File: src/rtl/vga_timing_core.sv
// ---------------------------------------------------------------------------
// vga_timing_core
//
// Parametrised VGA timing generator and pixel pipeline. Walks a horizontal
// and vertical counter over the whole frame, asks the framebuffer for each
// visible pixel, and lines the returned colour up with HS/VS/DE so that
// everything leaving this block belongs to the same screen position.
//
// Ports
//   VGA_CLK      in   pixel clock, everything runs on its rising edge
//   RESET_N      in   synchronous reset, active low
//   PIX_REQ      out  fetch request, high for each visible pixel
//   PIX_X        out  requested column (0 when no request)
//   PIX_Y        out  requested row (0 when no request)
//   PIX_DATA     in   {R,G,B} returned FETCH_LATENCY cycles after PIX_REQ
//   TPG_SEL      in   picks the built-in colour bars instead of PIX_DATA
//   VGA_R/G/B    out  registered colour, forced to 0 outside the display area
//   VGA_HS       out  registered horizontal sync
//   VGA_VS       out  registered vertical sync
//   VGA_DE       out  registered display enable
//   FRAME_START  out  one-cycle pulse together with output pixel (0,0)
//
// Build option
//   VGA_TEST_PATTERN_EN  when defined, TPG_SEL=1 replaces PIX_DATA with eight
//                        vertical colour bars. When undefined TPG_SEL is
//                        accepted but ignored and no bar logic exists.
// ---------------------------------------------------------------------------
module vga_timing_core #(
   parameter int H_VISIBLE_AREA = 800,
   parameter int H_FRONT_PORCH  = 56,
   parameter int H_SYNC_PULSE   = 120,
   parameter int H_BACK_PORCH   = 64,
   parameter int V_VISIBLE_AREA = 600,
   parameter int V_FRONT_PORCH  = 37,
   parameter int V_SYNC_PULSE   = 6,
   parameter int V_BACK_PORCH   = 23,
   parameter int HSYNC_POLARITY = 0,
   parameter int VSYNC_POLARITY = 0,
   parameter int COLOR_BITS     = 4,
   parameter int FETCH_LATENCY  = 2,
   localparam int XW = (H_VISIBLE_AREA > 1) ? $clog2(H_VISIBLE_AREA) : 1,
   localparam int YW = (V_VISIBLE_AREA > 1) ? $clog2(V_VISIBLE_AREA) : 1,
   localparam int CW = 3 * COLOR_BITS
) (
   input  logic                  VGA_CLK,
   input  logic                  RESET_N,
   output logic                  PIX_REQ,
   output logic [XW-1:0]         PIX_X,
   output logic [YW-1:0]         PIX_Y,
   input  logic [CW-1:0]         PIX_DATA,
   input  logic                  TPG_SEL,
   output logic [COLOR_BITS-1:0] VGA_R,
   output logic [COLOR_BITS-1:0] VGA_G,
   output logic [COLOR_BITS-1:0] VGA_B,
   output logic                  VGA_HS,
   output logic                  VGA_VS,
   output logic                  VGA_DE,
   output logic                  FRAME_START
);

   localparam int WHOLE_LINE  = H_VISIBLE_AREA + H_FRONT_PORCH + H_SYNC_PULSE + H_BACK_PORCH;
   localparam int WHOLE_FRAME = V_VISIBLE_AREA + V_FRONT_PORCH + V_SYNC_PULSE + V_BACK_PORCH;
   localparam int HW = $clog2(WHOLE_LINE);
   localparam int VW = $clog2(WHOLE_FRAME);
   localparam int DL = FETCH_LATENCY - 1;

   localparam logic [HW-1:0] H_LAST     = HW'(WHOLE_LINE - 1);
   localparam logic [HW-1:0] H_VIS      = HW'(H_VISIBLE_AREA);
   localparam logic [HW-1:0] H_SYNC_BEG = HW'(H_VISIBLE_AREA + H_FRONT_PORCH);
   localparam logic [HW-1:0] H_SYNC_END = HW'(H_VISIBLE_AREA + H_FRONT_PORCH + H_SYNC_PULSE);
   localparam logic [VW-1:0] V_LAST     = VW'(WHOLE_FRAME - 1);
   localparam logic [VW-1:0] V_VIS      = VW'(V_VISIBLE_AREA);
   localparam logic [VW-1:0] V_SYNC_BEG = VW'(V_VISIBLE_AREA + V_FRONT_PORCH);
   localparam logic [VW-1:0] V_SYNC_END = VW'(V_VISIBLE_AREA + V_FRONT_PORCH + V_SYNC_PULSE);

   localparam logic HS_IDLE = (HSYNC_POLARITY != 0);
   localparam logic VS_IDLE = (VSYNC_POLARITY != 0);

   logic [HW-1:0] hCnt_q, hCnt_d;
   logic [VW-1:0] vCnt_q, vCnt_d;

   logic          visible, hsPulse, vsPulse, firstPix;

   logic          pixReq_q;
   logic [XW-1:0] pixX_q;
   logic [YW-1:0] pixY_q;
   logic          hs0_q, vs0_q, de0_q, fs0_q;

   logic          hsDly_q [FETCH_LATENCY];
   logic          vsDly_q [FETCH_LATENCY];
   logic          deDly_q [FETCH_LATENCY];
   logic          fsDly_q [FETCH_LATENCY];

   logic [CW-1:0] pixSrc;
   logic [CW-1:0] rgb_q;
   logic          hs_q, vs_q, de_q, fs_q;

   // Next position on the raster: step along the line, and on the last
   // pixel of a line go back to column 0 and advance (or wrap) the row.
   always_comb begin
      hCnt_d = hCnt_q + HW'(1);
      vCnt_d = vCnt_q;
      if (hCnt_q == H_LAST) begin
         hCnt_d = '0;
         vCnt_d = (vCnt_q == V_LAST) ? '0 : vCnt_q + VW'(1);
      end
   end

   // Decode the current raster position into visible area, sync pulses and
   // the top-left pixel. The sync pulse windows start right after the front
   // porch of their own axis.
   always_comb begin
      visible  = (hCnt_q < H_VIS) && (vCnt_q < V_VIS);
      hsPulse  = (hCnt_q >= H_SYNC_BEG) && (hCnt_q < H_SYNC_END);
      vsPulse  = (vCnt_q >= V_SYNC_BEG) && (vCnt_q < V_SYNC_END);
      firstPix = (hCnt_q == '0) && (vCnt_q == '0);
   end

   // Raster counters plus the first pipeline stage: the fetch request goes
   // out together with the sync/DE flags of the same position, so the flags
   // can simply be delayed to meet the returning pixel data.
   always_ff @(posedge VGA_CLK) begin
      if (!RESET_N) begin
         hCnt_q   <= '0;
         vCnt_q   <= '0;
         pixReq_q <= 1'b0;
         pixX_q   <= '0;
         pixY_q   <= '0;
         hs0_q    <= HS_IDLE;
         vs0_q    <= VS_IDLE;
         de0_q    <= 1'b0;
         fs0_q    <= 1'b0;
      end else begin
         hCnt_q   <= hCnt_d;
         vCnt_q   <= vCnt_d;
         pixReq_q <= visible;
         pixX_q   <= visible ? XW'(hCnt_q) : '0;
         pixY_q   <= visible ? YW'(vCnt_q) : '0;
         hs0_q    <= hsPulse ^ HS_IDLE;
         vs0_q    <= vsPulse ^ VS_IDLE;
         de0_q    <= visible;
         fs0_q    <= firstPix;
      end
   end

   // Delay line that holds the control flags while the framebuffer is busy
   // producing the pixel. Reset fills it with idle values so nothing stale
   // reaches the pins after a mid-frame reset.
   always_ff @(posedge VGA_CLK) begin
      if (!RESET_N) begin
         for (int i = 0; i < FETCH_LATENCY; i++) begin
            hsDly_q[i] <= HS_IDLE;
            vsDly_q[i] <= VS_IDLE;
            deDly_q[i] <= 1'b0;
            fsDly_q[i] <= 1'b0;
         end
      end else begin
         hsDly_q[0] <= hs0_q;
         vsDly_q[0] <= vs0_q;
         deDly_q[0] <= de0_q;
         fsDly_q[0] <= fs0_q;
         for (int i = 1; i < FETCH_LATENCY; i++) begin
            hsDly_q[i] <= hsDly_q[i-1];
            vsDly_q[i] <= vsDly_q[i-1];
            deDly_q[i] <= deDly_q[i-1];
            fsDly_q[i] <= fsDly_q[i-1];
         end
      end
   end

`ifdef VGA_TEST_PATTERN_EN
   logic [HW+2:0] barProd;
   logic [2:0]    bar0_d, bar0_q;
   logic [2:0]    barDly_q [FETCH_LATENCY];

   assign barProd = {hCnt_q, 3'b000};
   assign bar0_d  = 3'(barProd / (HW+3)'(H_VISIBLE_AREA));

   // The bar index travels down its own copy of the delay line so the
   // pattern has exactly the same latency as real framebuffer data.
   always_ff @(posedge VGA_CLK) begin
      if (!RESET_N) begin
         bar0_q <= '0;
         for (int i = 0; i < FETCH_LATENCY; i++) begin
            barDly_q[i] <= '0;
         end
      end else begin
         bar0_q      <= bar0_d;
         barDly_q[0] <= bar0_q;
         for (int i = 1; i < FETCH_LATENCY; i++) begin
            barDly_q[i] <= barDly_q[i-1];
         end
      end
   end

   // Each bar index bit lights one whole colour channel: bit 2 red,
   // bit 1 green, bit 0 blue.
   always_comb begin
      pixSrc = PIX_DATA;
      if (TPG_SEL) begin
         pixSrc = {{COLOR_BITS{barDly_q[DL][2]}},
                   {COLOR_BITS{barDly_q[DL][1]}},
                   {COLOR_BITS{barDly_q[DL][0]}}};
      end
   end
`else
   logic unusedTpgSel;

   assign unusedTpgSel = TPG_SEL;
   assign pixSrc       = PIX_DATA;
`endif

   // Output registers: pixel data is captured on the same edge the matching
   // flags leave the delay line. Colour is blanked whenever DE is low so the
   // DAC sees black during porches and sync even if the framebuffer returns
   // junk for unrequested cycles.
   always_ff @(posedge VGA_CLK) begin
      if (!RESET_N) begin
         rgb_q <= '0;
         hs_q  <= HS_IDLE;
         vs_q  <= VS_IDLE;
         de_q  <= 1'b0;
         fs_q  <= 1'b0;
      end else begin
         rgb_q <= deDly_q[DL] ? pixSrc : '0;
         hs_q  <= hsDly_q[DL];
         vs_q  <= vsDly_q[DL];
         de_q  <= deDly_q[DL];
         fs_q  <= fsDly_q[DL];
      end
   end

   assign PIX_REQ     = pixReq_q;
   assign PIX_X       = pixX_q;
   assign PIX_Y       = pixY_q;
   assign VGA_R       = rgb_q[CW-1 -: COLOR_BITS];
   assign VGA_G       = rgb_q[COLOR_BITS +: COLOR_BITS];
   assign VGA_B       = rgb_q[0 +: COLOR_BITS];
   assign VGA_HS      = hs_q;
   assign VGA_VS      = vs_q;
   assign VGA_DE      = de_q;
   assign FRAME_START = fs_q;

endmodule
File: config.mk
export PLATFORM = sky130hd
export DESIGN_NAME = vga_timing_core
export DESIGN_NICKNAME = d
export VERILOG_FILES = /design/src/rtl/vga_timing_core.sv
export SDC_FILE = /design/constraint.sdc
export NUM_CORES = 1
export LEC_CHECK = 0
export BUFFER_PORTS_ARGS = -buffer_cell sky130_fd_sc_hd__clkbuf_2
export CORE_ASPECT_RATIO = 1.2
export CORE_MARGIN = 2
export CORE_UTILIZATION = 48
export DETAILED_ROUTE_END_ITERATION = 12
export HOLD_SLACK_MARGIN = 0.08
export PLACE_DENSITY_LB_ADDON = 0.1
export SLEW_MARGIN = 20
export SYNTH_ARGS = -nofsm -noshare
export SYNTH_HDL_FRONTEND = slang
export SYNTH_SLANG_ARGS = --single-unit
File: constraint.sdc
create_clock -name VGA_CLK -period 3.6 [get_ports VGA_CLK]
set_clock_uncertainty 0.2 [all_clocks]
set_input_delay 0.54 -clock VGA_CLK [delete_from_list [all_inputs] [get_ports VGA_CLK]]
set_output_delay 0.54 -clock VGA_CLK [all_outputs]
set_load 0.005 [all_outputs]
==> results of run 1 <==
## path summary, 6_finish.rpt
check / end
max: vCnt_q[3]
min: hsDly_q[1]
max reg2reg: vCnt_q[3]
min reg2reg: hsDly_q[1]
## power breakdown
| part | total, uW | internal, uW | leakage, uW | switching [uW] |
|---|---|---|---|---|
| clock | 597 | 315 | 0.0000950 | 281 |
| combinational | 37.8 | 17.9 | 0.000616 | 19.9 |
| sequential | 781 | 774 | 0.000559 | 6.67 |
## logic make-up (layout without fill, tap and decap cells)
kind of cell	Yosys count	after routing	share of synthesized area
AO/OA/AOI/OAI	26	26	0.0598
XOR/XNOR	10	10	0.0357
adder cells (fa/ha/maj)	6	6	0.0306
buffers and inverters	23	75	0.0393
flip-flops	69	69	0.564
AND/OR/NAND/NOR	117	117	0.271
## worst max-delay path, stage by stage (launching register included)
cell	delay, ns
dfxtp_1	0.36
or3_1	0.45
or4_1	0.66
or3_1	0.36
a21oi_1	0.14
## cells in the mapped netlist, types with 2 or more instances
cell / instances
dfxtp_1: 69
and2_1: 28
and3_1: 17
nor2_1: 16
nand2_1: 14
a21oi_1: 11
clkbuf_1: 11
or3_1: 11
o21ai_0: 10
inv_1: 9
ha_1: 6
nand3_1: 6
xnor2_1: 6
nand4_1: 4
nor3_1: 4
or4_1: 4
xor2_1: 4
nor4_1: 3
nand2b_1: 2
o31ai_1: 2
## registers in the layout, indices dropped and copies added (netlist names)
signal,count
FRAME_START,1
PIX_X,10
PIX_Y,10
VGA_DE,1
VGA_HS,1
VGA_VS,1
de0_q,1
deDly_q,2
fs0_q,1
fsDly_q,2
hCnt_q,11
hs0_q,1
hsDly_q,2
rgb_q,12
vCnt_q,10
vs0_q,1
vsDly_q,2
## stage by stage
| stage | utilization | hold WS (ns) | setup slack, ns |
|---|---|---|---|
| 2_1_floorplan | - | 0.212 | 1.48 |
| 3_3_place_gp | 0.551 | 0.214 | 1.41 |
| 3_5_place_dp | 0.551 | 0.219 | 1.41 |
| 4_1_cts | 0.589 | 0.223 | 1.37 |
| 5_1_grt | 0.589 | 0.230 | 1.23 |
| 6_report | 0.589 | 0.233 | 1.36 |
## cell usage in the layout, fill, tap and decap left out, drive strengths merged
master    netlist  routed
clkbuf         12      59
buf             2       1
o21ai          11      11
or3            13      13
nor3            4       4
nand4           4       4
nor4            3       3
ha              6       6
and2           28      28
nand3b          1       1
nand3           6       6
o32a            1       1
xnor2           6       6
o31ai           2       2
and3           18      18
a211oi          1       1
nor3b           1       1
bufinv          0       1
clkinvlp        0       1
dfxtp          69      69
nand2          14      14
nand2b          2       2
nor2b           1       1
and4            1       1
or2b            1       1
xor2            4       4
a21oi          11      11
nor2           16      16
clkinv          0       4
inv             9       9
or4             4       4
## final cells by class
type                            instances  area, um^2
Fill cell                             450        2030
Sequential cell                        69        1380
Multi-Input combinational cell        159         972
Timing Repair Buffer                   51         258
Clock buffer                            9         124
Tap cell                               60        75.1
Clock inverter                          6        65.1
Inverter                                9        33.8
## routing by layer
layer | vias to the layer above | track usage | share of wire | wire [um]
li1 | 943 | - | - | -
met5 | - | 0 | 0 | 0
met1 | 844 | 0.190 | 0.45 | 2000
met3 | 8 | 0.0643 | 0.058 | 256
met2 | 43 | 0.269 | 0.47 | 2060
met4 | 0 | 0.0882 | 0.018 | 80
==> results.md, run 1 <==
* Status: completed
* FF-to-FF Start: hCnt_q[4]
* Minimum clock period at 2.24 ns
* Final Hold Vio Count at 0
* Worst hold stages at 1
* Fin crit share at 0.623
* Cell area after layout at 2910 um^2
* DRC viols at 0
* Via count at 1838
* Resized cells post-CTS at 0
* Num CTS Buffers at 9
* Reg2Reg Depth at 4
* Worst Setup End Kind: flip-flop
* Critical Path Start: hCnt_q[4]
* RSZ-0062 raised after global routing: false
* H-tree levels at 3
* Drt wl/cell at 12.1 um
* Drt first-iter violations at 68
* Total power at 1420 uW
* Crit start category: flip-flop
* Pwr dens at 487 nW/um^2
* Post-route ant nets at 0
* Nets@finish at 320
* Placed Cells at 348
* Worst-Skew Late Latency at 0.34 ns
* Post-synth EDFFs at 0
* Fraction of registers with async set or reset after synthesis at 0
* Area Overhead vs Synth at 18.7%
* Setup violations, final at 0
* Post-Syn Area at 2450 um^2
* Largest net degree at the start of global routing at 33
* Final-report max-slew violation count at 0
* Die height at 82.3 um
* Number of global-route vias before repair at 1642
* Iteration count of the initial detailed-routing pass at 4
* FF+latch count, synth at 69
* Post-Syn Instances at 251
* Syn. warnings at 0
* Hold Buf Count CTS at 0
* First-pass GRT wire length at 7380 um
* Critical Path RT at 3.67 ns
* Crit path DAT at 2.31 ns
* TritonCTS clock tree: built
* Clock sinks at 69
* Worst-path clk slew at 0.07 ns
* Buffers on Ports at 50
* Num ports at 52
* CP Max Fanout at 8
* Fmax at 0.446 GHz
* Clock Path Buffers at 2
* Die width at 69.2 um
* GP Congestion at 0.863
* Root buf cell: clkbuf_8
* Max cap viols at 0
* Final Non-Filler Cells at 363
* Hold_sp: hsDly_q[0]
* Initial Utilization at 0.496
* Actual slew at the worst max-slew pin at 0.481 ns
* Setup CP Type: reg2reg
* Share of the synthesized area in the top cell type at 0.564
* Pleak at 0.00127 uW
* Worst vdd ir at 285 uV
* Top_reg_cell synth: dfxtp_1
* Sequential share of the synthesized area at 0.564
* Fraction of layout cells with a size suffix above 1 at 0.231
* Worst min path class: reg2reg
* Cell Rows at 28
* DPL Wire Length at 2980 um
* WL final at 4390 um
* Initial antenna violation count at 0
* Dominant cell type by area after synthesis: dfxtp_1
* Flop2flop setup slack at 1.36 ns
* Syn nets at 272
* Post-route setup TNS at 0 ns
* Post-CTS Setup Bufs at 0
* Rel. slew slack at 0.679
* Core ar. at 4940 um^2
* Mean Syn Cell Area at 9.76 um^2
* Placed Area at 2720 um^2
* GRT overflow at 0
* Die ar. at 5690 um^2
* Dominant cells by area after synthesis: dfxtp_1 56%, and2_1 7.2%, and3_1 4.3%, ha_1 3.1%, or3_1 2.8%
* GR Util All Layers at 0.165
* Post-synthesis cell type count at 34
* Antenna cells at 0
* Vias/cell at 5.06
No activity file was read; power rests on OpenSTA's default activity.
==> inputs of run 2 (changes only) <==
==> constraint.sdc (replaced) <==
create_clock -name VGA_CLK -period 1.9 [get_ports VGA_CLK]
set_clock_uncertainty 0.2 [all_clocks]
set_input_delay 0.285 -clock VGA_CLK [delete_from_list [all_inputs] [get_ports VGA_CLK]]
set_output_delay 0.285 -clock VGA_CLK [all_outputs]
set_load 0.005 [all_outputs]
==> run 2 against run 1 <==
Effect of this change: sequential power grew 90%; global-route usage up 2.3 points; critical path type unchanged; count of clock-buffer cells in the layout grew 3; the flow now finishes with violations (negative setup slack); cell count grew 11%; flip-flop and latch count unchanged; largest cell class unchanged; largest power group unchanged.
==> results.md, run 2 (synthesized netlist as in run 1, its figures left out) <==
* Worst-Skew Late Latency at 0.34 ns (about the same)
* Sequential cell area at 1390 um^2 (+0.36%)
* Clock Path Buffers at 2 (unchanged)
* Final Hold Vio Count at 0 (unchanged)
* Actual slew at the worst max-slew pin at 0.346 ns (-0.135 ns)
* Initial Utilization at 0.496 (unchanged)
* Crit path DAT at 2.02 ns (-0.29 ns)
* FF-to-FF Start: hCnt_q[7]
* DRC viols at 0 (unchanged)
* Area Overhead vs Synth at 35.8%
* Core ar. at 4940 um^2 (unchanged)
* Worst vdd ir at 420 uV (+47%)
* Die height at 82.3 um (unchanged)
* Largest net degree at the start of global routing at 33 (unchanged)
* Flop2flop setup slack at -0.10 ns (-1.46 ns)
* CP Max Fanout at 4 (-4)
* Minimum clock period at 2.00 ns (-0.242 ns)
* Commonest non-fill, non-tap cell in the layout: dfxtp_1
* Reg-to-reg endpoint: vCnt_q[4]
* Antenna cells at 0 (unchanged)
* Num CTS Buffers at 9 (unchanged)
* Violated checks: negative setup slack
* Top reg by flops: rgb_q
* Top Registers: rgb_q: 12 flops, hCnt_q: 11 flops
* Total power at 2750 uW (+94%)
* Fin crit share at 1.05 (+0.431)
* Buffers on Ports at 50 (unchanged)
* Number of global-route vias before repair at 1804 (+9.9%)
* Worst-path clk slew at 0.07 ns (about the same)
* Final-report max-slew violation count at 0 (unchanged)
* Worst min path class: in2reg
* Critical Path RT at 1.91 ns (-1.76 ns)
* GP Congestion at 0.866 (+0.28%)
* Critical Path Start: hCnt_q[7]
* Reg2Reg Depth at 5 (+1)
* Pleak at 0.00147 uW (+16%)
* Status: finished, violations left
* Multi-input gate area at 1060 um^2 (+9.3%)
* Crit start category: flip-flop
* H-tree levels at 3 (unchanged)
* Final Hold Slack at 0.168 ns (-0.0649 ns)
* Fmax at 0.499 GHz (+12%)
* Worst Setup End Kind: flip-flop
* Fraction of layout cells with a size suffix above 1 at 0.330 (+0.0994)
* Via count at 2008 (+9.2%)
* Vias/cell at 5.00 (-1.3%)
* Commonest non-fill, non-tap cells in the layout: 65 x dfxtp_1, 50 x clkbuf_2, 28 x and2_1, 23 x buf_4, 17 x and3_1
* Rel. slew slack at 0.767 (+0.0881)
* First-pass GRT wire length at 8240 um (+12%)
* Clock sinks at 69 (unchanged)
* Setup violations, final at 16 (+16)
* Root buf cell: clkbuf_8
* Post-route worst setup slack at -0.103 ns (-1.46 ns)
* Iteration count of the initial detailed-routing pass at 4 (unchanged)
* Initial antenna violation count at 0 (unchanged)
* RSZ-0062 raised after global routing: true
* GR Util All Layers at 0.188 (+0.0226)
* WL final at 5130 um (+17%)
* DPL Wire Length at 3380 um (+13%)
* Drt wl/cell at 12.8 um (+5.4%)
* TritonCTS clock tree: built
* Max cap viols at 0 (unchanged)
* Fillers at 381 (-15%)
* Num ports at 52 (unchanged)
* Setup CP Type: reg2reg
* Placed Cells at 372 (+6.9%)
* GRT overflow at 0 (unchanged)
* Die ar. at 5690 um^2 (unchanged)
* Die width at 69.2 um (unchanged)
* Pwr dens at 827 nW/um^2 (+70%)
* Final Non-Filler Cells at 402 (+11%)
* Max reg flops at 12 (unchanged)
* Worst Setup EP: vCnt_q[4]
* Nets@finish at 358 (+12%)
* Drt first-iter violations at 80 (+18%)
* Post-route ant nets at 0 (unchanged)
* Cell Rows at 28 (unchanged)
-- run 2: cell types whose count changed in the layout (fill, tap and decap cells not counted), sizes merged --
cell / before / now
clkinv: 4 / 2
buf: 1 / 26
clkbuf: 59 / 62
o21ai: 11 / 12
dlygate4sd3: 0 / 12
-- run 2: repair_timing --
action                     4_1_cts  5_1_grt
cloned                           1        0
hold endpoints to repair        12        0
hold buffers                    12        0
setup buffers                    1        0
pin swaps                        2        4
resized for setup               10       10
setup endpoints to repair       19       21
-- run 2: power breakdown --
part	switching, uW	internal (uW)	leakage (uW)
clock network	522	639	0.0000964
logic	52.9	61.0	0.000814
registers	8.69	1470	0.000561
-- run 2: cell type report --
class,instances,share of cell area
clock buffers,12,0.0436
clock inverters,4,0.0143
inverters,9,0.0102
multi-input cells,160,0.319
flip-flops and latches,69,0.417
well taps,60,0.0226
repair buffers,88,0.173
-- run 2: metrics by stage --
stage	setup TNS (ns)	setup slack, ns	util	area [um^2]
4_1_cts	-0.647	-0.0872	0.667	3290
3_3_place_gp	-1.15	-0.147	0.591	2920
3_5_place_dp	-1.41	-0.183	0.591	2920
5_1_grt	-1.80	-0.168	0.674	3330
2_1_floorplan	-1.27	-0.175	-	2480
6_report	-0.896	-0.103	0.674	3330
-- run 2: layer usage --
metal / track usage / vias up / wire (um) / part of all wire
li1: - / 1017 / - / -
met1: 0.211 / 923 / 2280 / 0.44
met2: 0.327 / 56 / 2520 / 0.49
met3: 0.0510 / 12 / 214 / 0.042
met4: 0.106 / 0 / 121 / 0.024
met5: 0 / - / 0 / 0
-- run 2: how the worst min path moves through the flow --
stage / from / end / cells after the start
2_1_floorplan: fsDly_q[1] / FRAME_START / 1
3_3_place_gp: hs0_q / hsDly_q[0] / 1
3_5_place_dp: fsDly_q[1] / FRAME_START / 1
4_1_cts: RESET_N / hs0_q / 3
5_1_grt: RESET_N / hs0_q / 3
6_report: RESET_N / hs0_q / 3
-- run 2: worst max-delay path, stage by stage (launching register included) --
cell and delay, ns:
dfxtp_2 0.32, or3_4 0.39, buf_4 0.15, or3_4 0.43, o21ai_2 0.32, a21oi_1 0.07
